**config.mk**
```make
export PLATFORM = sky130hd
export DESIGN_NAME = code_lock_fsm_flat
export DESIGN_NICKNAME = d
export VERILOG_FILES = /design/src/rtl/code_lock_pkg.sv /design/src/rtl/code_lock_fsm_if.sv /design/src/rtl/code_lock_fsm_btn_debounce.sv /design/src/rtl/code_lock_fsm.sv /design/src/flat_wrapper.sv
export SDC_FILE = /design/constraint.sdc
export NUM_CORES = 1
export LEC_CHECK = 0
export BUFFER_PORTS_ARGS = -buffer_cell sky130_fd_sc_hd__buf_2
export CAP_MARGIN = 5
export CORE_MARGIN = 8
export CORE_UTILIZATION = 32
export CTS_BUF_LIST = sky130_fd_sc_hd__clkbuf_8
export DETAILED_ROUTE_END_ITERATION = 8
export GPL_TIMING_DRIVEN = 1
export SLEW_MARGIN = 15
export SYNTH_ARGS = -nofsm -noshare
export SYNTH_HDL_FRONTEND = slang
export SYNTH_SLANG_ARGS = --single-unit
export TNS_END_PERCENT = 30
```
**constraint.sdc**
```tcl
create_clock -name clk_50MHz -period 2.8 [get_ports clk_50MHz]
set_input_delay 0.14 -clock clk_50MHz [delete_from_list [all_inputs] [get_ports clk_50MHz]]
set_output_delay 0.14 -clock clk_50MHz [all_outputs]
set_load 0.01 [all_outputs]
```
**src/rtl/code_lock_pkg.sv**
```systemverilog
// Shared types and constants for the code lock: state encoding, key index width, default code.
package code_lock_pkg;

  localparam int unsigned KEY_W    = 2;
  localparam int unsigned NUM_KEYS = 4;
  localparam logic [7:0]  DEFAULT_CODE = 8'h72;

  typedef enum logic [2:0] {
    ST_OFF   = 3'd0,
    ST_IDLE  = 3'd1,
    ST_ENTRY = 3'd2,
    ST_CHECK = 3'd3,
    ST_OPEN  = 3'd4,
    ST_ERR   = 3'd5
  } state_t;

  function automatic int unsigned max2(input int unsigned a, input int unsigned b);
    return (a > b) ? a : b;
  endfunction

  // Index of the asserted key; callers only use it when exactly one key is pressed.
  function automatic logic [KEY_W-1:0] key_index(input logic [NUM_KEYS-1:0] onehot);
    logic [KEY_W-1:0] idx;
    idx = '0;
    for (int i = 0; i < NUM_KEYS; i++) begin
      if (onehot[i]) idx = KEY_W'(i);
    end
    return idx;
  endfunction

endpackage

```
**src/rtl/code_lock_fsm_if.sv**
```systemverilog
// Button inputs and one-hot result flags between the lock controller and its neighbours.
interface code_lock_fsm_if;
  import code_lock_pkg::*;

  logic                btn_power;
  logic [NUM_KEYS-1:0] btn_key;
  logic                result_on;
  logic                result_off;
  logic                result_err;
  logic                result_open;

  modport master (
    output btn_power, btn_key,
    input  result_on, result_off, result_err, result_open
  );

  modport slave (
    input  btn_power, btn_key,
    output result_on, result_off, result_err, result_open
  );
endinterface

```
**src/rtl/code_lock_fsm_btn_debounce.sv**
```systemverilog
// Button conditioner: 2-flop synchroniser, stability counter, 1-cycle pulse on debounced rising edge.
module btn_debounce #(
  parameter int unsigned DEBOUNCE_CYCLES = 500_000
) (
  input  logic clk_50MHz,
  input  logic reset_button_n,
  input  logic btn,
  output logic press
);

  localparam int unsigned CNT_W = (DEBOUNCE_CYCLES > 1) ? $clog2(DEBOUNCE_CYCLES) : 1;

  logic [1:0]       sync;
  logic             level;
  logic [CNT_W-1:0] cnt;

  // Level flips only after the synchronised input has differed from it for DEBOUNCE_CYCLES samples.
  always_ff @(posedge clk_50MHz or negedge reset_button_n) begin
    if (!reset_button_n) begin
      sync  <= '0;
      level <= 1'b0;
      cnt   <= '0;
      press <= 1'b0;
    end else begin
      sync  <= {sync[0], btn};
      press <= 1'b0;
      if (sync[1] == level) begin
        cnt <= '0;
      end else if (cnt == CNT_W'(DEBOUNCE_CYCLES - 1)) begin
        level <= sync[1];
        cnt   <= '0;
        press <= sync[1];
      end else begin
        cnt <= CNT_W'(cnt + 1'b1);
      end
    end
  end

endmodule

```
**src/rtl/code_lock_fsm.sv**
```systemverilog
// Code lock controller: collects a CODE_LEN-key entry, compares it to CODE, drives one-hot result flags.
// Define CODE_LOCK_LOCKOUT_EN to add the consecutive-failure counter and LOCKOUT_CYCLES error hold.
module code_lock_fsm
  import code_lock_pkg::*;
#(
  parameter int unsigned               CODE_LEN             = 4,
  parameter logic [KEY_W*CODE_LEN-1:0] CODE                 = DEFAULT_CODE,
  parameter int unsigned               DEBOUNCE_CYCLES      = 500_000,
  parameter int unsigned               OPEN_CYCLES          = 250_000_000,
  parameter int unsigned               ERR_CYCLES           = 100_000_000,
  parameter int unsigned               ENTRY_TIMEOUT_CYCLES = 250_000_000,
  parameter int unsigned               MAX_TRIES            = 3,
  parameter int unsigned               LOCKOUT_CYCLES       = 1_500_000_000
) (
  input logic            clk_50MHz,
  input logic            reset_button_n,
  code_lock_fsm_if.slave lock_if
);

  localparam int unsigned CODE_W   = KEY_W * CODE_LEN;
  localparam int unsigned CNT_W    = $clog2(CODE_LEN + 1);
  localparam int unsigned MAX_HOLD = max2(max2(OPEN_CYCLES, ERR_CYCLES),
                                          max2(ENTRY_TIMEOUT_CYCLES, LOCKOUT_CYCLES));
  localparam int unsigned TMR_W    = $clog2(MAX_HOLD);

  logic                power_press;
  logic [NUM_KEYS-1:0] key_press;
  logic                key_single;
  logic [KEY_W-1:0]    key_idx;

  state_t              state, state_n;
  logic [CODE_W-1:0]   entry_buf, entry_buf_n;
  logic [CNT_W-1:0]    cnt, cnt_n;
  logic [TMR_W-1:0]    timer, timer_n;
  logic                timer_clr;
  logic                err_lock;
  logic                result_on, result_off, result_err, result_open;

  btn_debounce #(.DEBOUNCE_CYCLES(DEBOUNCE_CYCLES)) u_power (
    .clk_50MHz      (clk_50MHz),
    .reset_button_n (reset_button_n),
    .btn            (lock_if.btn_power),
    .press          (power_press)
  );

  for (genvar i = 0; i < NUM_KEYS; i++) begin : g_key
    btn_debounce #(.DEBOUNCE_CYCLES(DEBOUNCE_CYCLES)) u_key (
      .clk_50MHz      (clk_50MHz),
      .reset_button_n (reset_button_n),
      .btn            (lock_if.btn_key[i]),
      .press          (key_press[i])
    );
  end

  // Simultaneous key presses are ambiguous, so a cycle with more than one pulse is dropped.
  assign key_single = ($countones(key_press) == 1);
  assign key_idx    = key_index(key_press);

`ifdef CODE_LOCK_LOCKOUT_EN
  localparam int unsigned FAIL_W = $clog2(MAX_TRIES + 1);
  logic [FAIL_W-1:0] fail_cnt, fail_cnt_n;
  assign err_lock = (fail_cnt == FAIL_W'(MAX_TRIES));
`else
  logic unused_max_tries;
  assign err_lock         = 1'b0;
  assign unused_max_tries = ^(32'(MAX_TRIES));
`endif

  // Next-state, entry buffer and timer control.
  always_comb begin
    state_n     = state;
    entry_buf_n = entry_buf;
    cnt_n       = cnt;
    timer_clr   = 1'b0;
`ifdef CODE_LOCK_LOCKOUT_EN
    fail_cnt_n  = fail_cnt;
`endif
    case (state)
      ST_OFF: begin
        if (power_press) state_n = ST_IDLE;
      end
      ST_IDLE: begin
        if (power_press) begin
          state_n     = ST_OFF;
          entry_buf_n = '0;
          cnt_n       = '0;
        end else if (key_single) begin
          entry_buf_n[KEY_W-1:0] = key_idx;
          cnt_n                  = CNT_W'(1);
          state_n                = ST_ENTRY;
        end
      end
      ST_ENTRY: begin
        if (power_press) begin
          state_n     = ST_OFF;
          entry_buf_n = '0;
          cnt_n       = '0;
        end else if (key_single) begin
          entry_buf_n[int'(cnt)*KEY_W +: KEY_W] = key_idx;
          cnt_n     = CNT_W'(cnt + 1'b1);
          timer_clr = 1'b1;
          if (CNT_W'(cnt + 1'b1) == CNT_W'(CODE_LEN)) state_n = ST_CHECK;
        end else if (timer == TMR_W'(ENTRY_TIMEOUT_CYCLES - 1)) begin
          state_n     = ST_IDLE;
          entry_buf_n = '0;
          cnt_n       = '0;
        end
      end
      ST_CHECK: begin
        entry_buf_n = '0;
        cnt_n       = '0;
        if (entry_buf == CODE) begin
          state_n = ST_OPEN;
`ifdef CODE_LOCK_LOCKOUT_EN
          fail_cnt_n = '0;
`endif
        end else begin
          state_n = ST_ERR;
`ifdef CODE_LOCK_LOCKOUT_EN
          if (fail_cnt != FAIL_W'(MAX_TRIES)) fail_cnt_n = FAIL_W'(fail_cnt + 1'b1);
`endif
        end
      end
      ST_OPEN: begin
        if (power_press) begin
          state_n     = ST_OFF;
          entry_buf_n = '0;
          cnt_n       = '0;
        end else if (timer == TMR_W'(OPEN_CYCLES - 1)) begin
          state_n = ST_IDLE;
        end
      end
      ST_ERR: begin
        if (timer == (err_lock ? TMR_W'(LOCKOUT_CYCLES - 1) : TMR_W'(ERR_CYCLES - 1))) begin
          state_n = ST_IDLE;
`ifdef CODE_LOCK_LOCKOUT_EN
          if (err_lock) fail_cnt_n = '0;
`endif
        end
      end
      default: begin
        state_n     = ST_OFF;
        entry_buf_n = '0;
        cnt_n       = '0;
      end
    endcase
    timer_n = (timer_clr || (state_n != state)) ? '0 : TMR_W'(timer + 1'b1);
  end

  // State register; result flags decode the next state so they change together with it.
  always_ff @(posedge clk_50MHz or negedge reset_button_n) begin
    if (!reset_button_n) begin
      state       <= ST_OFF;
      entry_buf   <= '0;
      cnt         <= '0;
      timer       <= '0;
`ifdef CODE_LOCK_LOCKOUT_EN
      fail_cnt    <= '0;
`endif
      result_on   <= 1'b0;
      result_off  <= 1'b1;
      result_err  <= 1'b0;
      result_open <= 1'b0;
    end else begin
      state       <= state_n;
      entry_buf   <= entry_buf_n;
      cnt         <= cnt_n;
      timer       <= timer_n;
`ifdef CODE_LOCK_LOCKOUT_EN
      fail_cnt    <= fail_cnt_n;
`endif
      result_on   <= (state_n == ST_IDLE) || (state_n == ST_ENTRY) || (state_n == ST_CHECK);
      result_off  <= (state_n == ST_OFF);
      result_err  <= (state_n == ST_ERR);
      result_open <= (state_n == ST_OPEN);
    end
  end

  assign lock_if.result_on   = result_on;
  assign lock_if.result_off  = result_off;
  assign lock_if.result_err  = result_err;
  assign lock_if.result_open = result_open;

endmodule

```
**src/flat_wrapper.sv**
```systemverilog
// flat-port wrapper written by rule: the top's interface ports become plain ports
module code_lock_fsm_flat import code_lock_pkg::*;
#(
  parameter int unsigned               CODE_LEN             = 4,
  parameter logic [KEY_W*CODE_LEN-1:0] CODE                 = DEFAULT_CODE,
  parameter int unsigned               DEBOUNCE_CYCLES      = 500_000,
  parameter int unsigned               OPEN_CYCLES          = 250_000_000,
  parameter int unsigned               ERR_CYCLES           = 100_000_000,
  parameter int unsigned               ENTRY_TIMEOUT_CYCLES = 250_000_000,
  parameter int unsigned               MAX_TRIES            = 3,
  parameter int unsigned               LOCKOUT_CYCLES       = 1_500_000_000
)
  (clk_50MHz, reset_button_n, lock_if_btn_power, lock_if_btn_key, lock_if_result_on, lock_if_result_off, lock_if_result_err, lock_if_result_open);
  code_lock_fsm_if lock_if_i ();
  input logic clk_50MHz;
  input logic reset_button_n;
  input wire logic [$bits(lock_if_i.btn_power)-1:0] lock_if_btn_power;
  input wire logic [$bits(lock_if_i.btn_key)-1:0] lock_if_btn_key;
  output wire logic [$bits(lock_if_i.result_on)-1:0] lock_if_result_on;
  output wire logic [$bits(lock_if_i.result_off)-1:0] lock_if_result_off;
  output wire logic [$bits(lock_if_i.result_err)-1:0] lock_if_result_err;
  output wire logic [$bits(lock_if_i.result_open)-1:0] lock_if_result_open;
  assign lock_if_i.btn_power = lock_if_btn_power;
  assign lock_if_i.btn_key = lock_if_btn_key;
  assign lock_if_result_on = lock_if_i.result_on;
  assign lock_if_result_off = lock_if_i.result_off;
  assign lock_if_result_err = lock_if_i.result_err;
  assign lock_if_result_open = lock_if_i.result_open;
  code_lock_fsm #(.CODE_LEN(CODE_LEN), .CODE(CODE), .DEBOUNCE_CYCLES(DEBOUNCE_CYCLES), .OPEN_CYCLES(OPEN_CYCLES), .ERR_CYCLES(ERR_CYCLES), .ENTRY_TIMEOUT_CYCLES(ENTRY_TIMEOUT_CYCLES), .MAX_TRIES(MAX_TRIES), .LOCKOUT_CYCLES(LOCKOUT_CYCLES)) u_core (.clk_50MHz(clk_50MHz), .reset_button_n(reset_button_n), .lock_if(lock_if_i));
endmodule
```
==> results of run 1 <==
[final cells by class]
class | instances | share of cell area [%]
tap | 335 | 4.41
multi-input combinational | 614 | 43.9
clock inverter | 15 | 1.58
timing repair buffer | 35 | 3.39
clock buffer | 17 | 2.46
inverter | 25 | 0.988
sequential | 164 | 43.2
[layer usage]
layer	GRT usage, %	vias up	part of all wire [%]	wire length [um]
met1	14.3	2850	49	7720
met3	2.15	16	2.4	380
met4	3.82	0	1.5	238
met5	0	-	0	0
li1	-	2958	-	-
met2	17.0	55	47	7310
[repair_timing]
item	CTS	global route
pin swaps	0	4
gates resized for setup	2	31
endpoints found under the hold margin	65	0
hold buffers	6	0
endpoints found under the setup margin	32	43
setup buffers	3	2
[path summary, 6_finish.rpt]
path | startpoint | to | slack [ns] | cells past startpoint
setup / recovery | u_core.g_key[3].u_key.press | u_core.timer[18] | 0.09 | 11
hold / removal | reset_button_n | u_core.timer[26] | 0.24 | 2
setup reg to reg | u_core.g_key[3].u_key.press | u_core.timer[18] | 0.09 | 11
hold reg to reg | u_core.g_key[3].u_key.sync[0] | u_core.g_key[3].u_key.sync[1] | 0.36 | 0
max in group asynchronous | reset_button_n | u_core.g_key[3].u_key.cnt[2] | 1.66 | 3
min in group clk_50MHz | lock_if_btn_key[1] | u_core.g_key[1].u_key.sync[0] | 0.32 | 2
[synthesized netlist by cell type, types with 3 or more instances]
cell and number:
sky130_fd_sc_hd__a21oi_1 8, sky130_fd_sc_hd__a31oi_1 5, sky130_fd_sc_hd__and2_1 5, sky130_fd_sc_hd__and3_1 16, sky130_fd_sc_hd__and3b_1 5, sky130_fd_sc_hd__and4_1 4, sky130_fd_sc_hd__buf_2 8, sky130_fd_sc_hd__buf_6 3
sky130_fd_sc_hd__clkbuf_1 19, sky130_fd_sc_hd__dfrtp_1 163, sky130_fd_sc_hd__ha_1 14, sky130_fd_sc_hd__inv_1 25, sky130_fd_sc_hd__mux2_2 5, sky130_fd_sc_hd__mux2i_1 6, sky130_fd_sc_hd__nand2_1 57, sky130_fd_sc_hd__nand3_1 52
sky130_fd_sc_hd__nand3b_1 4, sky130_fd_sc_hd__nand4_1 26, sky130_fd_sc_hd__nor2_1 133, sky130_fd_sc_hd__nor3_1 27, sky130_fd_sc_hd__nor3b_1 3, sky130_fd_sc_hd__nor4_1 39, sky130_fd_sc_hd__nor4_2 10, sky130_fd_sc_hd__nor4b_1 10
sky130_fd_sc_hd__o21ai_0 9, sky130_fd_sc_hd__or2_2 6, sky130_fd_sc_hd__or4_1 5, sky130_fd_sc_hd__or4b_1 3, sky130_fd_sc_hd__xnor2_1 68, sky130_fd_sc_hd__xor2_1 54
[state kept, by name (all words and copies together) (netlist names)]
name and count:
u_core.cnt 3, u_core.entry_buf 8, u_core.g_key.u_key.cnt 76, u_core.g_key.u_key.level 4, u_core.g_key.u_key.press 4, u_core.g_key.u_key.sync 8
u_core.lock_if.result_err 1, u_core.lock_if.result_off 1, u_core.lock_if.result_on 1, u_core.lock_if.result_open 1, u_core.state 3, u_core.timer 31
u_core.u_power.cnt 19, u_core.u_power.level 1, u_core.u_power.press 1, u_core.u_power.sync 2
[cell families (layout without fill, tap and decap cells)]
logic type	count (synthesis)	in the layout	synth area share, %
AND/OR/NAND/NOR	428	428	28.0
flip-flops	164	164	49.3
multiplexers	11	11	1.40
XOR/XNOR	122	122	12.8
buffers and inverters	55	92	2.87
adder cells (fa/ha/maj)	15	15	2.34
AO/OA/AOI/OAI	38	38	3.23
[through the flow]
step | setup slack, ns | util [%]
after floorplan | 0.0255 | -
after global placement | 0.00452 | 34.2
after detailed placement | -0.0915 | 34.2
after CTS | 0.00357 | 36.1
after global routing | -0.0579 | 36.8
final | 0.0853 | 36.8
[power groups by stage]
| stage | combinational (mW) | sequential, mW | clock [mW] |
|---|---|---|---|
| 2_1_floorplan | 0.0535 | 2.46 | 0 |
| 3_3_place_gp | 0.120 | 2.46 | 0 |
| 3_5_place_dp | 0.121 | 2.46 | 0 |
| 4_1_cts | 0.128 | 2.41 | 1.73 |
| 5_1_grt | 0.145 | 2.42 | 1.82 |
| 6_report | 0.121 | 2.41 | 1.66 |
==> Flow_metrics.wiki, run 1 <==
{| class="wikitable"
! Metric !! Value
|-
| Total clock sinks || 164
|-
| Routed wire length || 15700 um
|-
| Starting DRT DRC Count || 387
|-
| Number of synthesized flops with an enable pin || 0
|-
| Routed Antenna Nets || 0
|-
| Area of combinational cells with multiple inputs || 0.00417 sq mm
|-
| CP Class || flip-flop to flip-flop
|-
| Count of pins on the block boundary || 11
|-
| Hold Crit Class || primary input to async pin
|-
| Wire length of the first global-routing pass || 28400 um
|-
| Proportion of layout cells with a drive suffix above 1 || 14.0%
|-
| Number of max-capacitance violations reported || 0
|-
| Setup Total Neg Slack || 0 ns
|-
| Post-synthesis average cell area || 10.0 sq um
|-
| Overflow after GRT || 0
|-
| Nets@finish || 879
|-
| Most frequent standard cell in the layout excluding fill and tap cells || sky130_fd_sc_hd__dfrtp_1
|-
| Pleak || 3.89 nW
|-
| Synth async-reset ratio || 100%
|-
| Filler cells || 2569
|-
| Power density cells || 442 mW/mm^2
|-
| Slew at the pin closest to its max-slew limit || 0.697 ns
|-
| Post-route cell area || 0.00950 sq mm
|-
| Pin count of the biggest net entering global routing || 66
|-
| Leading cell types in the layout, fill and taps excluded || sky130_fd_sc_hd__dfrtp_1, sky130_fd_sc_hd__nor2_1, sky130_fd_sc_hd__xnor2_1
|-
| CTS Buffer Depth || 2
|-
| Part of the total power dissipated in combinational logic || 2.9%
|-
| Area Overhead vs Synth || 14.0%
|-
| Drt wl/cell || 13.0 um
|-
| Slew headroom || 53.1%
|-
| Number of storage elements in the synthesis netlist || 164
|-
| Gate family responsible for the most delay along the worst path || adder cells
|-
| Syn Inst Count || 833
|-
| Skew final || 0.0125 ns
|-
| Part of the Yosys area used for sequential elements || 49.3%
|-
| Cells taking the most area after synthesis || sky130_fd_sc_hd__dfrtp_1, sky130_fd_sc_hd__xnor2_1, sky130_fd_sc_hd__nor2_1, sky130_fd_sc_hd__xor2_1, sky130_fd_sc_hd__nand3_1
|-
| Non-Filler Instances || 1205
|-
| Final period util || 97.0%
|-
| Critical path fanouts, max || 17
|-
| Net count after synthesis || 855
|-
| Port Buffers || 10
|-
| Clock slew at the register clock pins of the worst setup and hold paths || 0.09 ns
|-
| Height of the die || 177 um
|-
| Total count of hold-check failures in the final report || 0
|-
| Max frequency || 0.368 GHz
|-
| Switching part of the total || 24.8%
|-
| VDD IR max || 0.000269 V
|-
| Data arrival, critical path || 3.07 ns
|-
| Part of the total power dissipated in the clock network || 39.6%
|-
| Total GRT Usage || 10.7%
|-
| Final routed DRC violation total || 0
|-
| Critical-path cell list || inv_1, ha_1, ha_2, fa_1, nor3b_2, buf_4, nor2_1, o2111ai_2, a31oi_4, buf_12, nor4_4
|-
| Final Critical Period || 2.71 ns
|-
| Net switching power of the design || 1.04 mW
|-
| Netlist area before placement || 0.00833 sq mm
|-
| Setup Viol. Count Final || 0
|-
| RePlAce Congestion || 0.782
|-
| DIE AREA || 0.0314 sq mm
|-
| Run status || finished clean
|-
| Slew Viols, Final || 0
|-
| Overall die width || 177 um
|-
| Clk_lat worst skew || 0.45 ns
|-
| Total power || 4.19 mW
|-
| Sequential cell fraction of total power || 57.5%
|-
| Number of synthesis warnings || 0
|-
| Dominant cell type by area after synthesis || sky130_fd_sc_hd__dfrtp_1
|-
| Number of rows created at floorplan || 59
|-
| Area of the placeable core || 0.0258 sq mm
|-
| Nature of the critical path startpoint || flip-flop
|-
| Number of iterations in the first detailed-routing pass || 4
|-
| H-Tree Level Count || 4
|-
| Worst Hold Margin || 0.240 ns
|-
| Number of buffers inserted during clock tree synthesis || 17
|-
| Required time at the endpoint of the critical path || 3.15 ns
|-
| Post-Place Cells || 1162
|-
| Detailed Place HPWL || 10500 um
|-
| Via/cell ratio || 4.88
|-
| Leading register cell type out of synthesis || sky130_fd_sc_hd__dfrtp_1
|-
| Area taken by flip-flops and latches || 0.00411 sq mm
|-
| Via total after detailed routing || 5879
|-
| Antenna Cells || 0
|-
| Root Buffer Master || sky130_fd_sc_hd__clkbuf_8
|-
| Placed cell area || 0.00883 sq mm
|-
| Crit. End Element || flip-flop
|-
| Crit path largest cell delay || 0.48 ns
|-
| Unique masters post-synth || 62
|-
| Initial Utilization || 32.2%
|-
| Initial antenna violation count || 0
|-
| Number of global-route vias before repair || 5956
|-
| Cell with the largest stage delay on the worst path || sky130_fd_sc_hd__fa_1
|-
| Post-synth top area share || 49.0%
|-
| Clock tree from TritonCTS || built
|-
| Total buffers and inverters traversed by the critical path || 3
|-
| RSZ-0062 raised after global routing || yes
|-
| Internal power component || 3.15 mW
|}
(Power assumes the default switching activity.)
==> run 2: changes to the inputs <==
--- a/config.mk
+++ b/config.mk
@@ -5,7 +5,7 @@
 export SDC_FILE = /design/constraint.sdc
 export NUM_CORES = 1
 export LEC_CHECK = 0
-export BUFFER_PORTS_ARGS = -buffer_cell sky130_fd_sc_hd__buf_2
+export BUFFER_PORTS_ARGS = -buffer_cell sky130_fd_sc_hd__buf_4
 export CAP_MARGIN = 5
 export CORE_MARGIN = 8
 export CORE_UTILIZATION = 32
==> run 2 against run 1 <==
  * Sequential power is essentially flat
  * Maximum frequency about the same
  * Design area rose by 2.0%
  * Hold slack got worse by 0.049 ns
  * Critical endpoint is now u_core.timer[25]
  * Clock-buffer cell count increased by 1
  * Combinational power about the same
  * Utilization rose by 0.75 points
  * Sequential share of layout area shrank 0.86 points
  * Power is 2.4% lower
  * Clock skew up 0.0039 ns
  * Non-clock buffer count decreased by 2
  * Critical path depth did not move
==> Flow_metrics.wiki, run 2 (synthesis gave the netlist of run 1 again) <==
{| class="wikitable"
! Metric !! Value
|-
| Nature of the critical path startpoint || flip-flop (unchanged)
|-
| Total power || 4.09 mW (was 4.19 mW)
|-
| Slew at the pin closest to its max-slew limit || 0.710 ns (was 0.697 ns)
|-
| Area taken by flip-flops and latches || 0.00411 sq mm (unchanged)
|-
| CP Class || flip-flop to flip-flop (unchanged)
|-
| PnR worst setup slack || 0.0846 ns (was 0.0853 ns)
|-
| Most flop-heavy register || u_core.g_key.u_key.cnt (unchanged)
|-
| Routed wire length || 16600 um (was 15700 um)
|-
| Initial Utilization || 32.2% (unchanged)
|-
| Number of iterations in the first detailed-routing pass || 5 (was 4)
|-
| Leading cell types in the layout, fill and taps excluded || sky130_fd_sc_hd__dfrtp_1, sky130_fd_sc_hd__nor2_1, sky130_fd_sc_hd__xnor2_1 (unchanged)
|-
| Drt wl/cell || 13.8 um (was 13.0 um)
|-
| Root Buffer Master || sky130_fd_sc_hd__clkbuf_8 (unchanged)
|-
| VDD IR max || 0.000250 V (was 0.000269 V)
|-
| Run status || finished clean (unchanged)
|-
| Wire length of the first global-routing pass || 28600 um (was 28400 um)
|-
| Count of pins on the block boundary || 11 (unchanged)
|-
| Clock slew at the register clock pins of the worst setup and hold paths || 0.10 ns (was 0.09 ns)
|-
| Slew headroom || 52.2% (was 53.1%)
|-
| Pleak || 3.86 nW (was 3.89 nW)
|-
| Initial antenna violation count || 0 (unchanged)
|-
| Required time at the endpoint of the critical path || 3.12 ns (was 3.15 ns)
|-
| Antenna Cells || 0 (unchanged)
|-
| Number of rows created at floorplan || 59 (unchanged)
|-
| Data arrival, critical path || 3.04 ns (was 3.07 ns)
|-
| Critical-path cell list || inv_2, ha_4, ha_4, fa_1, nor3b_2, buf_4, buf_6, a32oi_4, a31oi_4, clkbuf_16, nor4_4 (was inv_1, ha_1, ha_2, fa_1, nor3b_2, buf_4, nor2_1, o2111ai_2, a31oi_4, buf_12, nor4_4)
|-
| Most common cell on crit path || sky130_fd_sc_hd__ha_4
|-
| Crit path largest cell delay || 0.48 ns (about the same)
|-
| Gate family responsible for the most delay along the worst path || adder cells (unchanged)
|-
| Placed cell area || 0.00880 sq mm (was 0.00883 sq mm)
|-
| Overall die width || 177 um (unchanged)
|-
| Filler cells || 2583 (was 2569)
|-
| Cell with the largest stage delay on the worst path || sky130_fd_sc_hd__fa_1 (unchanged)
|-
| Crit. End Element || flip-flop (unchanged)
|-
| Number of buffers inserted during clock tree synthesis || 17 (unchanged)
|-
| Hold Crit Class || primary input to async pin (unchanged)
|-
| Setup Viol. Count Final || 0 (unchanged)
|-
| Via/cell ratio || 4.96 (was 4.88)
|-
| Pin count of the biggest net entering global routing || 72 (was 66)
|-
| Port Buffers || 10 (unchanged)
|-
| Most frequent standard cell in the layout excluding fill and tap cells || sky130_fd_sc_hd__dfrtp_1 (unchanged)
|-
| Clk_lat worst skew || 0.46 ns (was 0.45 ns)
|-
| Overflow after GRT || 0 (unchanged)
|-
| Starting DRT DRC Count || 339 (was 387)
|-
| Total count of hold-check failures in the final report || 0 (unchanged)
|-
| Final Critical Period || 2.72 ns (was 2.71 ns)
|-
| Height of the die || 177 um (unchanged)
|-
| Skew final || 0.0163 ns (was 0.0125 ns)
|-
| Setup Total Neg Slack || 0 ns (unchanged)
|-
| Power density cells || 422 mW/mm^2 (was 442 mW/mm^2)
|-
| DIE AREA || 0.0314 sq mm (unchanged)
|-
| RePlAce Congestion || 0.778 (was 0.782)
|-
| CTS Buffer Depth || 2 (unchanged)
|-
| Clock tree from TritonCTS || built (unchanged)
|-
| H-Tree Level Count || 4 (unchanged)
|-
| Dpl ws || -0.0706 ns (was -0.0915 ns)
|-
| Total clock sinks || 164 (unchanged)
|-
| Critical path fanouts, max || 8 (was 17)
|-
| Proportion of layout cells with a drive suffix above 1 || 14.4% (was 14.0%)
|-
| Post-route cell area || 0.00969 sq mm (was 0.00950 sq mm)
|-
| Number of max-capacitance violations reported || 0 (unchanged)
|-
| Area of combinational cells with multiple inputs || 0.00437 sq mm (was 0.00417 sq mm)
|-
| Nets@finish || 877 (was 879)
|-
| Final routed DRC violation total || 0 (unchanged)
|-
| Routed Antenna Nets || 0 (unchanged)
|-
| Max frequency || 0.368 GHz (about the same)
|-
| Total buffers and inverters traversed by the critical path || 4 (was 3)
|-
| Slew Viols, Final || 0 (unchanged)
|-
| Area of the placeable core || 0.0258 sq mm (unchanged)
|-
| Via total after detailed routing || 5968 (was 5879)
|-
| Final period util || 97.0% (about the same)
|-
| Number of flip-flops in the largest register || 76 (unchanged)
|-
| RSZ-0062 raised after global routing || yes (unchanged)
|-
| Number of global-route vias before repair || 6094 (was 5956)
|-
| Detailed Place HPWL || 10600 um (was 10500 um)
|-
| Area Overhead vs Synth || 16.3% (was 14.0%)
|-
| Regs by FF count || u_core.g_key.u_key.cnt (76), u_core.timer (31), u_core.u_power.cnt (19) (unchanged)
|-
| Total GRT Usage || 10.8% (was 10.7%)
|}
[run 2: cell types whose count changed in the layout (fill, tap and decap cells not counted), moves of 3 or more]
cell | before | now
sky130_fd_sc_hd__nor4_4 | 5 | 20
sky130_fd_sc_hd__nor4_2 | 20 | 9
sky130_fd_sc_hd__buf_2 | 9 | 0
sky130_fd_sc_hd__buf_4 | 14 | 18
sky130_fd_sc_hd__clkinvlp_4 | 1 | 5
sky130_fd_sc_hd__nor4_1 | 25 | 21
sky130_fd_sc_hd__buf_6 | 1 | 4
sky130_fd_sc_hd__ha_4 | 0 | 3
[run 2: worst paths after layout]
path                       slack (ns)  cells past startpoint                     startpoint                             to
max                              0.08                     11    u_core.g_key[2].u_key.press               u_core.timer[25]
min                              0.19                      2                 reset_button_n               u_core.timer[21]
max reg2reg                      0.08                     11    u_core.g_key[2].u_key.press               u_core.timer[25]
min reg2reg                      0.36                      0  u_core.g_key[0].u_key.sync[0]  u_core.g_key[0].u_key.sync[1]
max in group asynchronous        1.67                      3                 reset_button_n   u_core.g_key[3].u_key.cnt[0]
min in group clk_50MHz           0.32                      2             lock_if_btn_key[1]  u_core.g_key[1].u_key.sync[0]
[run 2: final cells by class]
class | instances | share of cell area, %
flip-flops and latches | 164 | 42.4
multi-input cells | 614 | 45.1
inverters | 25 | 0.968
well taps | 335 | 4.33
clock inverters | 14 | 1.08
repair buffers | 33 | 3.62
clock buffers | 18 | 2.56
[run 2: where the power goes]
group | switching (mW) | total (mW) | internal, mW
registers | 0.0220 | 2.41 | 2.39
logic | 0.0861 | 0.123 | 0.0367
clock network | 0.914 | 1.56 | 0.642
total | 1.02 | 4.09 | 3.07
[run 2: what timing repair did]
| item | 4_1_cts | 5_1_grt |
|---|---|---|
| endpoints found under the hold margin | 57 | 0 |
| gates cloned | 0 | 3 |
| hold buffers | 6 | 0 |
| buffers inserted | 2 | 2 |
| setup endpoints to repair | 12 | 42 |
| pin swaps | 0 | 20 |
| gates resized for setup | 3 | 52 |
[run 2: stage by stage]
step,hold slack (ns),instances,utilization [%]
finish,0.191,1203,37.5
global route,0.217,1203,37.5
CTS,0.187,1198,35.8
detailed placement,0.135,1158,34.1
global placement,0.133,1158,34.1
floorplan,-0.156,833,-
[run 2: layer usage]
layer,wire length [um],global-route usage (%),vias up
met5,0,0,-
met4,246,3.47,0
met3,561,2.40,22
met2,7910,17.4,76
met1,7880,14.3,2929
li1,-,-,2941
